`src/rtl/serial_word_aligner.sv`:
```
// Fabric deserializer with trained word alignment: assembles LSB-first words from a
// 1-bit stream and walks the word boundary by bitslips until TRAIN_PATTERN is seen.
module serial_word_aligner #(
  parameter int                    DATA_WIDTH    = 8,
  parameter logic [DATA_WIDTH-1:0] TRAIN_PATTERN = 8'hB5,
  parameter int                    LOCK_COUNT    = 4
) (
  input  logic                              CLK,
  input  logic                              RST,
  input  logic                              D,
  input  logic                              CE,
  input  logic                              ALIGN_REQ,
  output logic [DATA_WIDTH-1:0]             Q,
  output logic                              Q_VALID,
  output logic                              LOCKED,
  output logic                              ALIGN_FAIL,
  output logic [$clog2(2*DATA_WIDTH):0]     SLIP_COUNT
);

  localparam int CW = $clog2(DATA_WIDTH);
  localparam int MW = $clog2(LOCK_COUNT + 1);
  localparam int SW = $clog2(2*DATA_WIDTH) + 1;

  localparam logic [CW-1:0] LAST_BIT = CW'(DATA_WIDTH - 1);
  localparam logic [SW-1:0] SLIP_MAX = SW'(2*DATA_WIDTH);
  localparam logic [MW-1:0] LOCK_N   = MW'(LOCK_COUNT);

  typedef enum logic [2:0] {
    IDLE,
    SEARCH,
    SLIP_WAIT,
    CONFIRM,
    LOCK,
    FAIL
  } state_t;

  state_t                state;
  logic [DATA_WIDTH-2:0] sr;
  logic [CW-1:0]         bit_cnt;
  logic [MW-1:0]         match_cnt;
  logic                  slip_pending;

  logic [DATA_WIDTH-1:0] next_word;
  logic                  word_done;
  logic                  match;
  logic [MW-1:0]         match_next;

  always_comb begin
    next_word  = {D, sr};
    word_done  = CE && !slip_pending && (bit_cnt == LAST_BIT);
    match      = (next_word == TRAIN_PATTERN);
    match_next = (state == SEARCH) ? MW'(1) : match_cnt + MW'(1);
  end

  always_ff @(posedge CLK) begin
    if (!RST) begin
      state        <= IDLE;
      sr           <= '0;
      bit_cnt      <= '0;
      match_cnt    <= '0;
      slip_pending <= 1'b0;
      Q            <= '0;
      Q_VALID      <= 1'b0;
      LOCKED       <= 1'b0;
      ALIGN_FAIL   <= 1'b0;
      SLIP_COUNT   <= '0;
    end else begin
      Q_VALID <= 1'b0;

      // A pending slip swallows one enabled bit without advancing the counter,
      // which moves the word boundary one bit later.
      if (CE) begin
        sr <= next_word[DATA_WIDTH-1:1];
        if (slip_pending)
          slip_pending <= 1'b0;
        else if (bit_cnt == LAST_BIT)
          bit_cnt <= '0;
        else
          bit_cnt <= bit_cnt + CW'(1);
      end

      if (word_done) begin
        Q       <= next_word;
        Q_VALID <= 1'b1;
      end

      if (ALIGN_REQ) begin
        state      <= SEARCH;
        SLIP_COUNT <= '0;
        match_cnt  <= '0;
        LOCKED     <= 1'b0;
        ALIGN_FAIL <= 1'b0;
      end else if (word_done) begin
        case (state)
          SEARCH, CONFIRM: begin
            if (match) begin
              match_cnt <= match_next;
              if (match_next == LOCK_N) begin
                state  <= LOCK;
                LOCKED <= 1'b1;
              end else begin
                state <= CONFIRM;
              end
            end else begin
              match_cnt <= '0;
              if (SLIP_COUNT == SLIP_MAX) begin
                state      <= FAIL;
                ALIGN_FAIL <= 1'b1;
              end else begin
                slip_pending <= 1'b1;
                SLIP_COUNT   <= SLIP_COUNT + SW'(1);
                state        <= SLIP_WAIT;
              end
            end
          end
          SLIP_WAIT: state <= SEARCH;
          default: ;
        endcase
      end
    end
  end

endmodule

```
`config.mk`:
```
export PLATFORM = sky130hd
export DESIGN_NAME = serial_word_aligner
export DESIGN_NICKNAME = d
export VERILOG_FILES = /design/src/rtl/serial_word_aligner.sv
export SDC_FILE = /design/constraint.sdc
export NUM_CORES = 1
export LEC_CHECK = 0
export BUFFER_PORTS_ARGS = -buffer_cell sky130_fd_sc_hd__buf_4
export CAP_MARGIN = 25
export CORE_MARGIN = 3
export CORE_UTILIZATION = 55
export CTS_BUF_LIST = sky130_fd_sc_hd__clkbuf_8
export CTS_CLUSTER_SIZE = 8
export DETAILED_ROUTE_END_ITERATION = 8
export GPL_ROUTABILITY_DRIVEN = 0
export PLACE_DENSITY_LB_ADDON = 0.1
export SYNTH_ARGS = -nofsm -noshare
export SYNTH_HDL_FRONTEND = slang
export SYNTH_SLANG_ARGS = --single-unit
```
`constraint.sdc`:
```
create_clock -name CLK -period 2.66 [get_ports CLK]
set_input_delay 0.399 -clock CLK [delete_from_list [all_inputs] [get_ports CLK]]
set_output_delay 0.399 -clock CLK [all_outputs]
set_load 0.03 [all_outputs]
```
# Yosys cells after proc, flatten, opt, wreduce, memory -nomap -nowiden
# Cells that the tools add are included.
[word_totals] reg_bits=33 latch_bits=0 ram_bits=0 romBits=0 in_bits=5 out_inout_bits=16 word_cells=56 mem_count=0
[classes] addsub=3 mul=0 n_div=0 magnitude_cmp=0 eq_ne=7 n_shift=0 n_mux=16 bitwise=4 n_reduce_logical=15
[ops] op="3-bit two-way mux" count=6
[ops] op="4-bit AND reduction" count=3
[ops] op="1-bit two-way mux" count=9
[ops] op="8-bit equality test, second input constant" count=1
[ops] op="2-bit AND reduction" count=4
[ops] op="3-bit by 1-bit adder with 3-bit output, second input constant" count=2
[ops] op="3-bit by 2-bit equality test with 1-bit output, second input constant" count=2
[ops] op="3-bit equality test, second input constant" count=2
[ops] op="3-bit one-hot mux with 2 select lines" count=1
[ops] op="5-bit by 1-bit adder with 5-bit output, second input constant" count=1
[ops] op="5-bit equality test, second input constant" count=1
[ops] op="1-bit inverter" count=4
[ops] op="2-bit nonzero test" count=2
[ops] op="2-bit OR reduction" count=2
[ops] op="3-bit by 1-bit equality test with 1-bit output, second input constant" count=1
[ops] op="3-bit nonzero test" count=1
[ops] op="1-bit logical AND" count=2
[ops] op="1-bit logical NOT" count=1

# Logic depth before layout (Yosys ltp)
# Gate-level depths: netlist (run 1).
[depth] depth_word=8 mapped_depth=7 ltp_nobuf=6

# Least setup slack after synthesis (run 1)
# No wires, ideal clock.
[synth_timing] kind="flip-flop to flip-flop" start="reg bit_cnt[0]" end="reg match_cnt[0]" setup_ps=71 arrival_ps=1617 t_required_ps=2589 setup_slack_ps=972 path_stages_with_launch=8 path_buffers=1 synth_period_minus_slack_ps=1688 cell_sequence="dfxtp_1 ha_1 ha_1 nand3b_1 or2_1 buf_2 or3_1 a21oi_1"
[synth_via] elab_chain_cells=3
[synth_rtl] element="start, declared" line="39" rtl="logic [CW-1:0] bit_cnt;"
[synth_rtl] element="start signal, assigned" line="79" rtl="bit_cnt <= bit_cnt + CW'(1);"
[synth_rtl] element="3-bit equality test" line="50" rtl="word_done = CE && !slip_pending && (bit_cnt == LAST_BIT);"
[synth_rtl] element="1-bit logical AND" line="50"
[synth_rtl] element="2-bit AND reduction (no source line)"
[synth_rtl] element="end signal, assigned" line="97" rtl="match_cnt <= match_next;"
[synth_rtl] element="end, declared" line="40" rtl="logic [MW-1:0] match_cnt;"
# No other way between the ends.
# A chain may end at the register's enable or synchronous reset.

# Final worst setup path (run 1)
[layout_timing] start="reg bit_cnt[0]" end="reg slip_pending"
[layout_via] elab_chain_cells=4
[layout_rtl] element="3-bit equality test" line="50"
[layout_rtl] element="1-bit logical AND" line="50"
[layout_rtl] element="1-bit two-way mux" line="93" rtl="end else if (word_done) begin"
[layout_rtl] element="1-bit two-way mux" line="87" rtl="if (ALIGN_REQ) begin"
[layout_rtl] element="end signal, assigned" line="61" rtl="slip_pending <= 1'b0;"
[layout_rtl] element="end signal, assigned" line="75" rtl="slip_pending <= 1'b0;"
[layout_rtl] element="end signal, assigned" line="110" rtl="slip_pending <= 1'b1;"
[layout_rtl] element="end, declared" line="41" rtl="logic slip_pending;"
# No other way between the ends.

==> metrics.log, run 1 <==
INFO  metric grt_pass1_wl = 5306 um
INFO  metric remaining_drc_errors = 0
INFO  metric ys_seq_area_share = 43.64%
INFO  metric clkSinkCount = 33
INFO  metric crit_path_cells = ha_1 -> ha_1 -> nand3b_1 -> buf_4 -> nor2_1 -> nand3_1 -> o22ai_1
INFO  metric initial_drc_count = 35
INFO  metric detailed_place_hpwl = 2178 um
INFO  metric worstHoldPathType = input pin to flip-flop
INFO  metric vias = 1205
INFO  metric crit_path_frequent_cell = ha_1
INFO  metric grt-ovfl-total = 0
INFO  metric drive_gt1_share = 16.49%
INFO  metric worst-setup-path-type = flip-flop to flip-flop
INFO  metric synth.yosys.warnings = 0
INFO  metric crit_path_start_kind = flip-flop
INFO  metric antenna_violating_nets_post_route = 0
INFO  metric place_area = 1663 um^2
INFO  metric worst_slew_pin_slew = 0.6165 ns
INFO  metric fp.dieArea = 3418 um^2
INFO  metric crit_path_start = bit_cnt[0]$_SDFFE_PN0N_
INFO  metric via_count_of_the_first_global_routing_pass = 1186
INFO  metric post_drt_wl_per_cell = 14.05 um
INFO  metric report.final.slew_viol_count = 0
INFO  metric final_nets = 197
INFO  metric timing.critical_path.fanout_max = 7
INFO  metric finish.instance_area = 1779 um^2
INFO  metric timing.setup.tns = 0 ns
INFO  metric area_growth = 17.52%
INFO  metric max_stage_delay = 0.36 ns
INFO  metric total_leakage_power = 0.7003 nW
INFO  metric average_vias_per_placed_instance = 5.528
INFO  metric filler_cell_count = 210
INFO  metric status = finished clean
INFO  metric timing.critical_path.to_type = flip-flop
INFO  metric mappedNetlistArea = 1514 um^2
INFO  metric synth_edf_count = 0
INFO  metric min_from = D
INFO  metric setup-violations-final = 0
INFO  metric grt_setup_unrepaired = false
INFO  metric maxClockFrequency = 0.5066 GHz
INFO  metric reg2reg_from = bit_cnt[0]$_SDFFE_PN0N_
INFO  metric route.final.wire_length = 3062 um
INFO  metric count_of_mapped_cells_out_of_synthesis = 168
INFO  metric die_w = 58.47 um
INFO  metric vdd.ir_drop.worst = 0.5187 mV
INFO  metric final.setup_skew = 0.009659 ns
INFO  metric crit_path_top_delay_cell = dfxtp_1
INFO  metric port_buffer_cells = 20
INFO  metric synth_fp_nets = 178
INFO  metric floorplan.initialDensity = 59.49%
INFO  metric clock-root-buffer = clkbuf_8
INFO  metric worst_ep_required_time = 2.87 ns
INFO  metric multiInputGateArea = 792.0 um^2
INFO  metric postSynth.asyncResetShare = 0%
INFO  metric report.final.hold_viol_count = 0
INFO  metric layout.area.seq = 660.6 um^2
INFO  metric finalHoldWorstSlack = 0.3816 ns
INFO  metric htreeDepth = 2
INFO  metric die_h = 58.47 um
INFO  metric cts_tree = built
INFO  metric clk_pin_slew_worst_paths = 0.07 ns
INFO  metric number_of_antenna_violations_at_the_first_check_in_global_routing = 0
INFO  metric cts.repair.resized = 0
INFO  metric relSlewSlack = 58.75%
INFO  metric post_synth.cell_area_avg = 9.012 um^2
INFO  metric postCtsSetupBuffers = 0
INFO  metric cp.arrival = 2.18 ns
INFO  metric core_region_area = 2545 um^2
INFO  metric clk-insertion-delay-late = 0.29 ns
INFO  metric synth_top_flop_cell = dfxtp_1
INFO  metric finalPower = 1.026 mW
INFO  metric max_cap_violations = 0
INFO  metric count_of_distinct_cell_types_in_the_synthesized_netlist = 41
INFO  metric io_pins = 21
INFO  metric grt_start_max_net_pins = 24
INFO  metric insertedDiodeCount = 0
INFO  metric timing.final.crit_period = 1.974 ns
INFO  metric cts.hold.buffers_added = 0
INFO  metric placement_rows = 18
INFO  metric postLayoutCoreUtil = 69.91%
INFO  metric drt_pre_antenna_iters = 4
INFO  metric ys_ff_latch = 33
INFO  metric p_per_area = 576.9 nW/um^2
INFO  metric clock_tree_buf_depth = 2
INFO  metric grt_util_all_layers = 20.61%
INFO  metric timing.final.crit_share = 74.21%
INFO  metric cts_made_buffers = 5
==> state kept, by name, indices dropped and copies added (netlist names) <==
signal,flops
ALIGN_FAIL,1
LOCKED,1
Q,8
Q_VALID,1
SLIP_COUNT,5
bit_cnt,3
match_cnt,3
slip_pending,1
sr,7
state,3
==> per-layer routing <==
metal	wire (um)	up-vias	GRT usage, %
met5	0	-	0
met4	47	0	8.609
met3	135	6	7.895
met2	1405	19	31.42
met1	1473	563	25.99
li1	-	617	-
==> where the power goes <==
| part | switching, mW | internal (mW) |
|---|---|---|
| Clock | 0.183 | 0.301 |
| Combinational | 0.0208 | 0.0177 |
| Sequential | 0.00447 | 0.499 |
| Total | 0.208 | 0.818 |
==> layout make-up <==
class | count | area share (%)
Timing Repair Buffer | 21 | 8.861
Inverter | 4 | 0.8439
Clock buffer | 6 | 4.641
Tap cell | 30 | 2.110
Clock inverter | 2 | 1.899
Sequential cell | 33 | 37.13
Multi-Input combinational cell | 122 | 44.51
==> layout by cell type (no fill, tap or decap), types with 2 or more instances in the layout <==
cell type and n:
o21ai_0 2, nor2_1 8, clkbuf_8 6, dfxtp_1 33
o31ai_1 2, inv_1 5, a21oi_1 9, o41ai_1 2
nor2b_1 12, nand4_1 2, nand4b_1 2, nand2_1 30
nand2b_1 5, nand3_1 2, xnor2_1 2, buf_4 21
a31oi_1 2, ha_1 5, mux2i_1 11, a21boi_0 8
==> cell families (layout without fill, tap and decap cells) <==
logic type	Yosys count	count (layout)	share of synthesized area (%)
XOR/XNOR	2	2	1.157
multiplexers	11	11	7.273
buffers and inverters	13	33	4.049
AO/OA/AOI/OAI	32	32	14.22
adder cells (fa/ha/maj)	5	5	4.132
flip-flops	33	33	43.64
AND/OR/NAND/NOR	72	72	25.54
==> synthesized netlist by cell type (all sizes together) (2+ instances only) <==
| master | n | share of area, % |
|---|---|---|
| a21oi | 9 | 3.0 |
| o21ai | 2 | 0.66 |
| buf | 4 | 1.8 |
| nor2 | 8 | 2.0 |
| a21boi | 8 | 4.0 |
| nand2b | 5 | 2.1 |
| and2 | 2 | 0.99 |
| inv | 4 | 0.99 |
| xnor2 | 2 | 1.2 |
| nand4 | 2 | 0.83 |
| nand2 | 30 | 7.4 |
| dfxtp | 33 | 44 |
| nand3 | 2 | 0.66 |
| o41ai | 2 | 1.2 |
| ha | 5 | 4.1 |
| mux2i | 11 | 7.3 |
| o31ai | 2 | 0.99 |
| nand4b | 2 | 1.2 |
| clkbuf | 5 | 1.2 |
| nor2b | 12 | 5.0 |
| a31oi | 2 | 0.83 |
==> worst paths after layout <==
path	end	slack, ns	depth (start not counted)
max	slip_pending$_SDFF_PN0_	0.69	7
min	Q[7]$_SDFFE_PN0P_	0.38	3
max reg2reg	slip_pending$_SDFF_PN0_	0.69	7
min reg2reg	match_cnt[1]$_SDFFE_PP0P_	0.46	2
==> through the flow <==
| stage | worst slack, ns | cells |
|---|---|---|
| after floorplan | 0.9721 | 168 |
| after global placement | 0.7845 | 210 |
| after detailed placement | 0.6756 | 210 |
| after CTS | 0.6920 | 218 |
| after global routing | 0.4963 | 218 |
| final | 0.6860 | 218 |
==> critical path, delay by kind of cell (launching register included) <==
kind / cells / cell delay (ns)
simple gates: 3 / 0.74
fa+ha+maj: 2 / 0.38
buf+inv: 1 / 0.22
compound gates: 1 / 0.20
flops: 1 / 0.36
Power figures use the tool's default switching activity.
==> run 2, diff against run 1 <==
--- a/config.mk
+++ b/config.mk
@@ -8,7 +8,7 @@
 export BUFFER_PORTS_ARGS = -buffer_cell sky130_fd_sc_hd__buf_4
 export CAP_MARGIN = 25
 export CORE_MARGIN = 3
-export CORE_UTILIZATION = 55
+export CORE_UTILIZATION = 53
 export CTS_BUF_LIST = sky130_fd_sc_hd__clkbuf_8
 export CTS_CLUSTER_SIZE = 8
 export DETAILED_ROUTE_END_ITERATION = 8
==> constraint.sdc (replaced) <==
create_clock -name CLK -period 1.8 [get_ports CLK]
set_input_delay 0.27 -clock CLK [delete_from_list [all_inputs] [get_ports CLK]]
set_output_delay 0.27 -clock CLK [all_outputs]
set_load 0.03 [all_outputs]
==> metrics.log, run 2 (synthesis gave the netlist of run 1 again) <==
INFO  metric status = finished clean
INFO  metric die_w = 59.45 um
INFO  metric grt_start_max_net_pins = 24
INFO  metric post_drt_wl_per_cell = 13.87 um
INFO  metric largest_register_ff_count = 8
INFO  metric initial_drc_count = 52
INFO  metric insertedDiodeCount = 0
INFO  metric largest-register = Q
INFO  metric share_clk_of_total_power = 47.4%
INFO  metric clock_tree_buf_depth = 2
INFO  metric finish.instance_area = 1834 um^2
INFO  metric multiInputGateArea = 804.5 um^2
INFO  metric postLayoutCoreUtil = 70.82%
INFO  metric worst_ep_required_time = 1.97 ns
INFO  metric layout.area.seq = 661.9 um^2
INFO  metric vdd.ir_drop.worst = 0.8506 mV
INFO  metric cts_tree = built
INFO  metric setup-violations-final = 0
INFO  metric route.final.wire_length = 3094 um
INFO  metric layout.cells.most_common = dfxtp_1
INFO  metric via_count_of_the_first_global_routing_pass = 1165
INFO  metric crit_path_start_kind = flip-flop
INFO  metric htreeDepth = 2
INFO  metric number_of_antenna_violations_at_the_first_check_in_global_routing = 0
INFO  metric clk_pin_slew_worst_paths = 0.07 ns
INFO  metric timing.critical_path.to_type = flip-flop
INFO  metric power_switching = 0.3132 mW
INFO  metric io_pins = 21
INFO  metric place_area = 1700 um^2
INFO  metric timing.critical_path.fanout_max = 4
INFO  metric clkSinkCount = 33
INFO  metric detailed_place_hpwl = 2223 um
INFO  metric worst-setup-path-type = flip-flop to flip-flop
INFO  metric worst_slew_pin_slew = 0.5478 ns
INFO  metric proportion_of_total_power_due_to_net_switching = 20.48%
INFO  metric cts_made_buffers = 5
INFO  metric die_h = 59.45 um
INFO  metric timing.final.crit_period = 1.706 ns
INFO  metric maxClockFrequency = 0.5861 GHz
INFO  metric antenna_violating_nets_post_route = 0
INFO  metric filler_cell_count = 226
INFO  metric clock-root-buffer = clkbuf_8
INFO  metric final_nets = 202
INFO  metric final.setup_skew = 0.007242 ns
INFO  metric fin_ws = 0.09376 ns
INFO  metric timing.final.crit_share = 94.79%
INFO  metric area_growth = 21.16%
INFO  metric grt_pass1_wl = 5188 um
INFO  metric average_vias_per_placed_instance = 5.426
INFO  metric max_cap_violations = 0
INFO  metric total_leakage_power = 0.7198 nW
INFO  metric drive_gt1_share = 21.24%
INFO  metric port_buffer_cells = 20
INFO  metric cp.arrival = 1.88 ns
INFO  metric grt_util_all_layers = 19.70%
INFO  metric worstHoldPathType = input pin to flip-flop
INFO  metric relSlewSlack = 62.54%
INFO  metric placement_rows = 18
INFO  metric drt_pre_antenna_iters = 4
INFO  metric report.final.slew_viol_count = 0
INFO  metric layout_common_cells = dfxtp_1 (32), nand2_1 (30), buf_4 (26)
INFO  metric core_region_area = 2590 um^2
INFO  metric report.final.hold_viol_count = 0
INFO  metric floorplan.initialDensity = 58.45%
INFO  metric fp.dieArea = 3534 um^2
INFO  metric vias = 1210
INFO  metric clk-insertion-delay-late = 0.29 ns
INFO  metric internal_power = 1.216 mW
INFO  metric grt-ovfl-total = 0
INFO  metric p_per_area = 833.6 nW/um^2
INFO  metric seqPwrFrac = 48.7%
INFO  metric placement.setup.worst_slack = 0.05412 ns
INFO  metric remaining_drc_errors = 0
INFO  metric reg_top3 = Q: 8 flops, sr: 7 flops, SLIP_COUNT: 5 flops
INFO  metric p_comb_share = 3.9%
## run 2: through the flow
stage          hold slack (ns)  instances  power [mW]     TNS, ns
2_1_floorplan           0.4149        168      0.8022           0
3_3_place_gp            0.4494        215      0.8160           0
3_5_place_dp            0.4578        215      0.8206           0
4_1_cts                 0.2608        223       1.544           0
5_1_grt                 0.2737        223       1.586  -0.0007796
6_report                0.2628        223       1.529           0
## run 2: what timing repair did
item                       CTS  global route
setup buffers                0             0
resized for setup            0             5
setup endpoints to repair    0             5
hold buffers                 0             0
## run 2: metal layers
| layer | share of wire [%] | vias to the layer above | track usage [%] | routed length [um] |
|---|---|---|---|---|
| met2 | 49 | 19 | 31.36 | 1511 |
| met3 | 4.6 | 7 | 4.793 | 142 |
| met5 | 0 | - | 0 | 0 |
| met1 | 45 | 554 | 24.23 | 1388 |
| li1 | - | 630 | - | - |
| met4 | 1.7 | 0 | 10.68 | 52 |
## run 2: path summary, 6_finish.rpt
| kind | slack [ns] | start | cells past startpoint | to |
|---|---|---|---|---|
| max | 0.09 | bit_cnt[0]$_SDFFE_PN0N_ | 6 | SLIP_COUNT[4]$_SDFFE_PP0P_ |
| min | 0.26 | D | 3 | Q[7]$_SDFFE_PN0P_ |
| max reg2reg | 0.09 | bit_cnt[0]$_SDFFE_PN0N_ | 6 | SLIP_COUNT[4]$_SDFFE_PP0P_ |
| min reg2reg | 0.46 | Q[5]$_SDFFE_PN0P_ | 2 | Q[5]$_SDFFE_PN0P_ |
## run 2: worst max-delay path, cell delays in order, from the launching register on
cell	delay (ns)
dfxtp_2	0.34
ha_1	0.15
ha_2	0.20
nand4b_1	0.12
a2111oi_0	0.55
xnor2_1	0.18
nor2_1	0.05
## run 2: power groups by stage
| stage | clock network [mW] | registers [mW] | logic, mW |
|---|---|---|---|
| after floorplan | 0 | 0.759 | 0.0432 |
| after global routing | 0.774 | 0.746 | 0.0654 |
| final | 0.725 | 0.745 | 0.0590 |
| after detailed placement | 0 | 0.761 | 0.0592 |
| after global placement | 0 | 0.760 | 0.0555 |
| after CTS | 0.741 | 0.745 | 0.0593 |
## run 2: area by class of cell
type                    count  area share [%]
flip-flops and latches     33           36.08
inverters                   4          0.8186
clock inverters             2           2.046
repair buffers             26           10.64
well taps                  30           2.046
clock buffers               6           4.502
multi-input cells         122           43.86
==> run 3, diff against run 2 <==
--- a/config.mk
+++ b/config.mk
@@ -8,7 +8,7 @@
 export BUFFER_PORTS_ARGS = -buffer_cell sky130_fd_sc_hd__buf_4
 export CAP_MARGIN = 25
 export CORE_MARGIN = 3
-export CORE_UTILIZATION = 53
+export CORE_UTILIZATION = 55
 export CTS_BUF_LIST = sky130_fd_sc_hd__clkbuf_8
 export CTS_CLUSTER_SIZE = 8
 export DETAILED_ROUTE_END_ITERATION = 8
==> constraint.sdc (replaced) <==
create_clock -name CLK -period 1.58 [get_ports CLK]
set_input_delay 0.237 -clock CLK [delete_from_list [all_inputs] [get_ports CLK]]
set_output_delay 0.237 -clock CLK [all_outputs]
set_load 0.03 [all_outputs]
==> metrics.log, run 3 (synthesis gave the netlist of run 1 again) <==
INFO  metric crit_path_start_kind = flip-flop
INFO  metric min_from = D
INFO  metric maxClockFrequency = 0.6554 GHz
INFO  metric timing.hold.worst_endpoint = Q[7]$_SDFFE_PN0P_
INFO  metric initial_drc_count = 64
INFO  metric report.final.slew_viol_count = 0
INFO  metric die_w = 58.47 um
INFO  metric worst_slew_pin_slew = 0.4547 ns
INFO  metric crit_path_top_delay_cell = or4b_1
INFO  metric area_growth = 29.84%
INFO  metric fp.dieArea = 3418 um^2
INFO  metric relSlewSlack = 69.62%
INFO  metric placed_cells_incl_taps = 224
INFO  metric final_nets = 211
INFO  metric setup-violations-final = 0
INFO  metric cp.arrival = 1.74 ns
INFO  metric clk_pin_slew_worst_paths = 0.07 ns
INFO  metric finalPower = 1.754 mW
INFO  metric postCtsSetupBuffers = 0
INFO  metric die_h = 58.47 um
INFO  metric worst-setup-path-type = flip-flop to flip-flop
INFO  metric layout_common_cells = buf_4 (34), dfxtp_1 (30), nand2_1 (30)
INFO  metric antenna_violating_nets_post_route = 0
INFO  metric final_cells = 232
INFO  metric placement_rows = 18
INFO  metric post_drt_wl_per_cell = 13.93 um
INFO  metric worstHoldPathType = input pin to flip-flop
INFO  metric drive_gt1_share = 28.71%
INFO  metric grt-ovfl-total = 0
INFO  metric grt_util_all_layers = 21.19%
INFO  metric worst_ep_required_time = 1.80 ns
INFO  metric ff2ff_path_depth = 4
INFO  metric via_count_of_the_first_global_routing_pass = 1213
INFO  metric timing.critical_path.fanout_max = 4
INFO  metric htreeDepth = 2
INFO  metric port_buffer_cells = 20
INFO  metric clock-root-buffer = clkbuf_8
INFO  metric finalHoldWorstSlack = 0.2223 ns
INFO  metric clk-insertion-delay-late = 0.29 ns
INFO  metric largest-register = Q
INFO  metric worst-r2r-setup-slack = 0.05 ns
INFO  metric postLayoutCoreUtil = 77.24%
INFO  metric route.final.wire_length = 3231 um
INFO  metric reg2reg_from = sr[1]$_SDFFE_PN0P_
INFO  metric grt_setup_unrepaired = true
INFO  metric p_per_area = 892.3 nW/um^2
INFO  metric detailed_place_hpwl = 2358 um
INFO  metric hold_depth = 3
INFO  metric crit_path_cells = and4b_1 -> and2_4 -> or4b_1 -> a21oi_1
INFO  metric final.setup_skew = 0.006545 ns
INFO  metric cp.buffers_inverters = 0
INFO  metric grt_pass1_wl = 5368 um
INFO  metric layout.cells.most_common = buf_4
INFO  metric drt_pre_antenna_iters = 4
INFO  metric clock_tree_buf_depth = 2
INFO  metric r2r_end = SLIP_COUNT[3]$_SDFFE_PP0P_
INFO  metric clkSinkCount = 33
INFO  metric vdd.ir_drop.worst = 1.079 mV
INFO  metric total_leakage_power = 0.7663 nW
INFO  metric floorplan.initialDensity = 59.49%
INFO  metric max_stage_delay = 0.50 ns
INFO  metric timing.critical_path.to_type = flip-flop
INFO  metric report.final.hold_viol_count = 0
INFO  metric vias = 1273
INFO  metric status = finished clean
INFO  metric largest_register_ff_count = 8
INFO  metric timing.final.crit_period = 1.526 ns
INFO  metric cts_tree = built
INFO  metric insertedDiodeCount = 0
INFO  metric number_of_antenna_violations_at_the_first_check_in_global_routing = 0
INFO  metric cts_made_buffers = 5
INFO  metric grt_start_max_net_pins = 24
INFO  metric remaining_drc_errors = 0
INFO  metric cp_top_family = simple AND/OR/NAND/NOR gates
INFO  metric io_pins = 21
INFO  metric core_region_area = 2545 um^2
INFO  metric timing.final.crit_share = 96.57%
INFO  metric reg_top3 = Q: 8 flops, sr: 7 flops, SLIP_COUNT: 5 flops
INFO  metric average_vias_per_placed_instance = 5.487
INFO  metric max_cap_violations = 0
[run 3: changes by cell type in the layout (fill, tap and decap cells not counted), moves of 2 or more]
| cell | change |
|---|---|
| buf_4 | +8 |
| ha_4 | +2 |
| dfxtp_2 | +2 |
| dfxtp_1 | -2 |
[run 3: how the worst max path moves through the flow]
stage,start,endpoint,slack [ns],cells past startpoint
global route,bit_cnt[1]$_SDFFE_PN0N_,match_cnt[2]$_SDFFE_PP0P_,-0.03,8
CTS,bit_cnt[0]$_SDFFE_PN0N_,match_cnt[2]$_SDFFE_PP0P_,0.01,8
detailed placement,bit_cnt[1]$_SDFFE_PN0N_,SLIP_COUNT[3]$_SDFFE_PP0P_,-0.14,6
global placement,bit_cnt[1]$_SDFFE_PN0N_,SLIP_COUNT[4]$_SDFFE_PP0P_,-0.03,7
finish,sr[1]$_SDFFE_PN0P_,SLIP_COUNT[3]$_SDFFE_PP0P_,0.05,4
floorplan,bit_cnt[1]$_SDFFE_PN0N_,SLIP_COUNT[3]$_SDFFE_PP0P_,-0.04,7
[run 3: area by class of cell]
| class | count | area (um^2) |
|---|---|---|
| multi-input cells | 122 | 862.1 |
| flip-flops and latches | 33 | 664.4 |
| fillers | 180 | 579.3 |
| repair buffers | 35 | 266.5 |
| clock buffers | 6 | 82.58 |
| clock inverters | 2 | 37.54 |
| well taps | 30 | 37.54 |
| inverters | 4 | 15.01 |
[run 3: metal layers]
layer,routed length (um),up-vias,part of all wire [%],track usage [%]
li1,-,645,-,-
met1,1424,599,44,25.14
met2,1592,21,49,35.25
met3,139,8,4.3,4.605
met4,74,0,2.3,11.92
met5,0,-,0,0
[run 3: per-stage QoR]
stage / area, um^2 / setup slack, ns / setup TNS (ns)
global route: 1966 / -0.03317 / -0.1314
floorplan: 1543 / -0.03614 / -0.07069
global placement: 1790 / -0.03413 / -0.06505
finish: 1966 / 0.05412 / 0
CTS: 1938 / 0.01212 / 0
detailed placement: 1790 / -0.1405 / -0.3931
[run 3: tightest hold or removal path, stage by stage]
cell and delay (ns):
buf_4 0.12, nand2_1 0.05, a21boi_0 0.06
[run 3: report_power, final]
group	internal (mW)	switching [mW]	leakage [nW]
clock	0.512	0.314	0.0574
sequential	0.841	0.00877	0.268
combinational	0.0380	0.0393	0.441
[run 3: timing repair]
item                                    in CTS  in global routing
resized for setup                            6                  6
pin swaps                                    7                  5
hold buffers                                 0                  0
endpoints found under the setup margin      12                 11
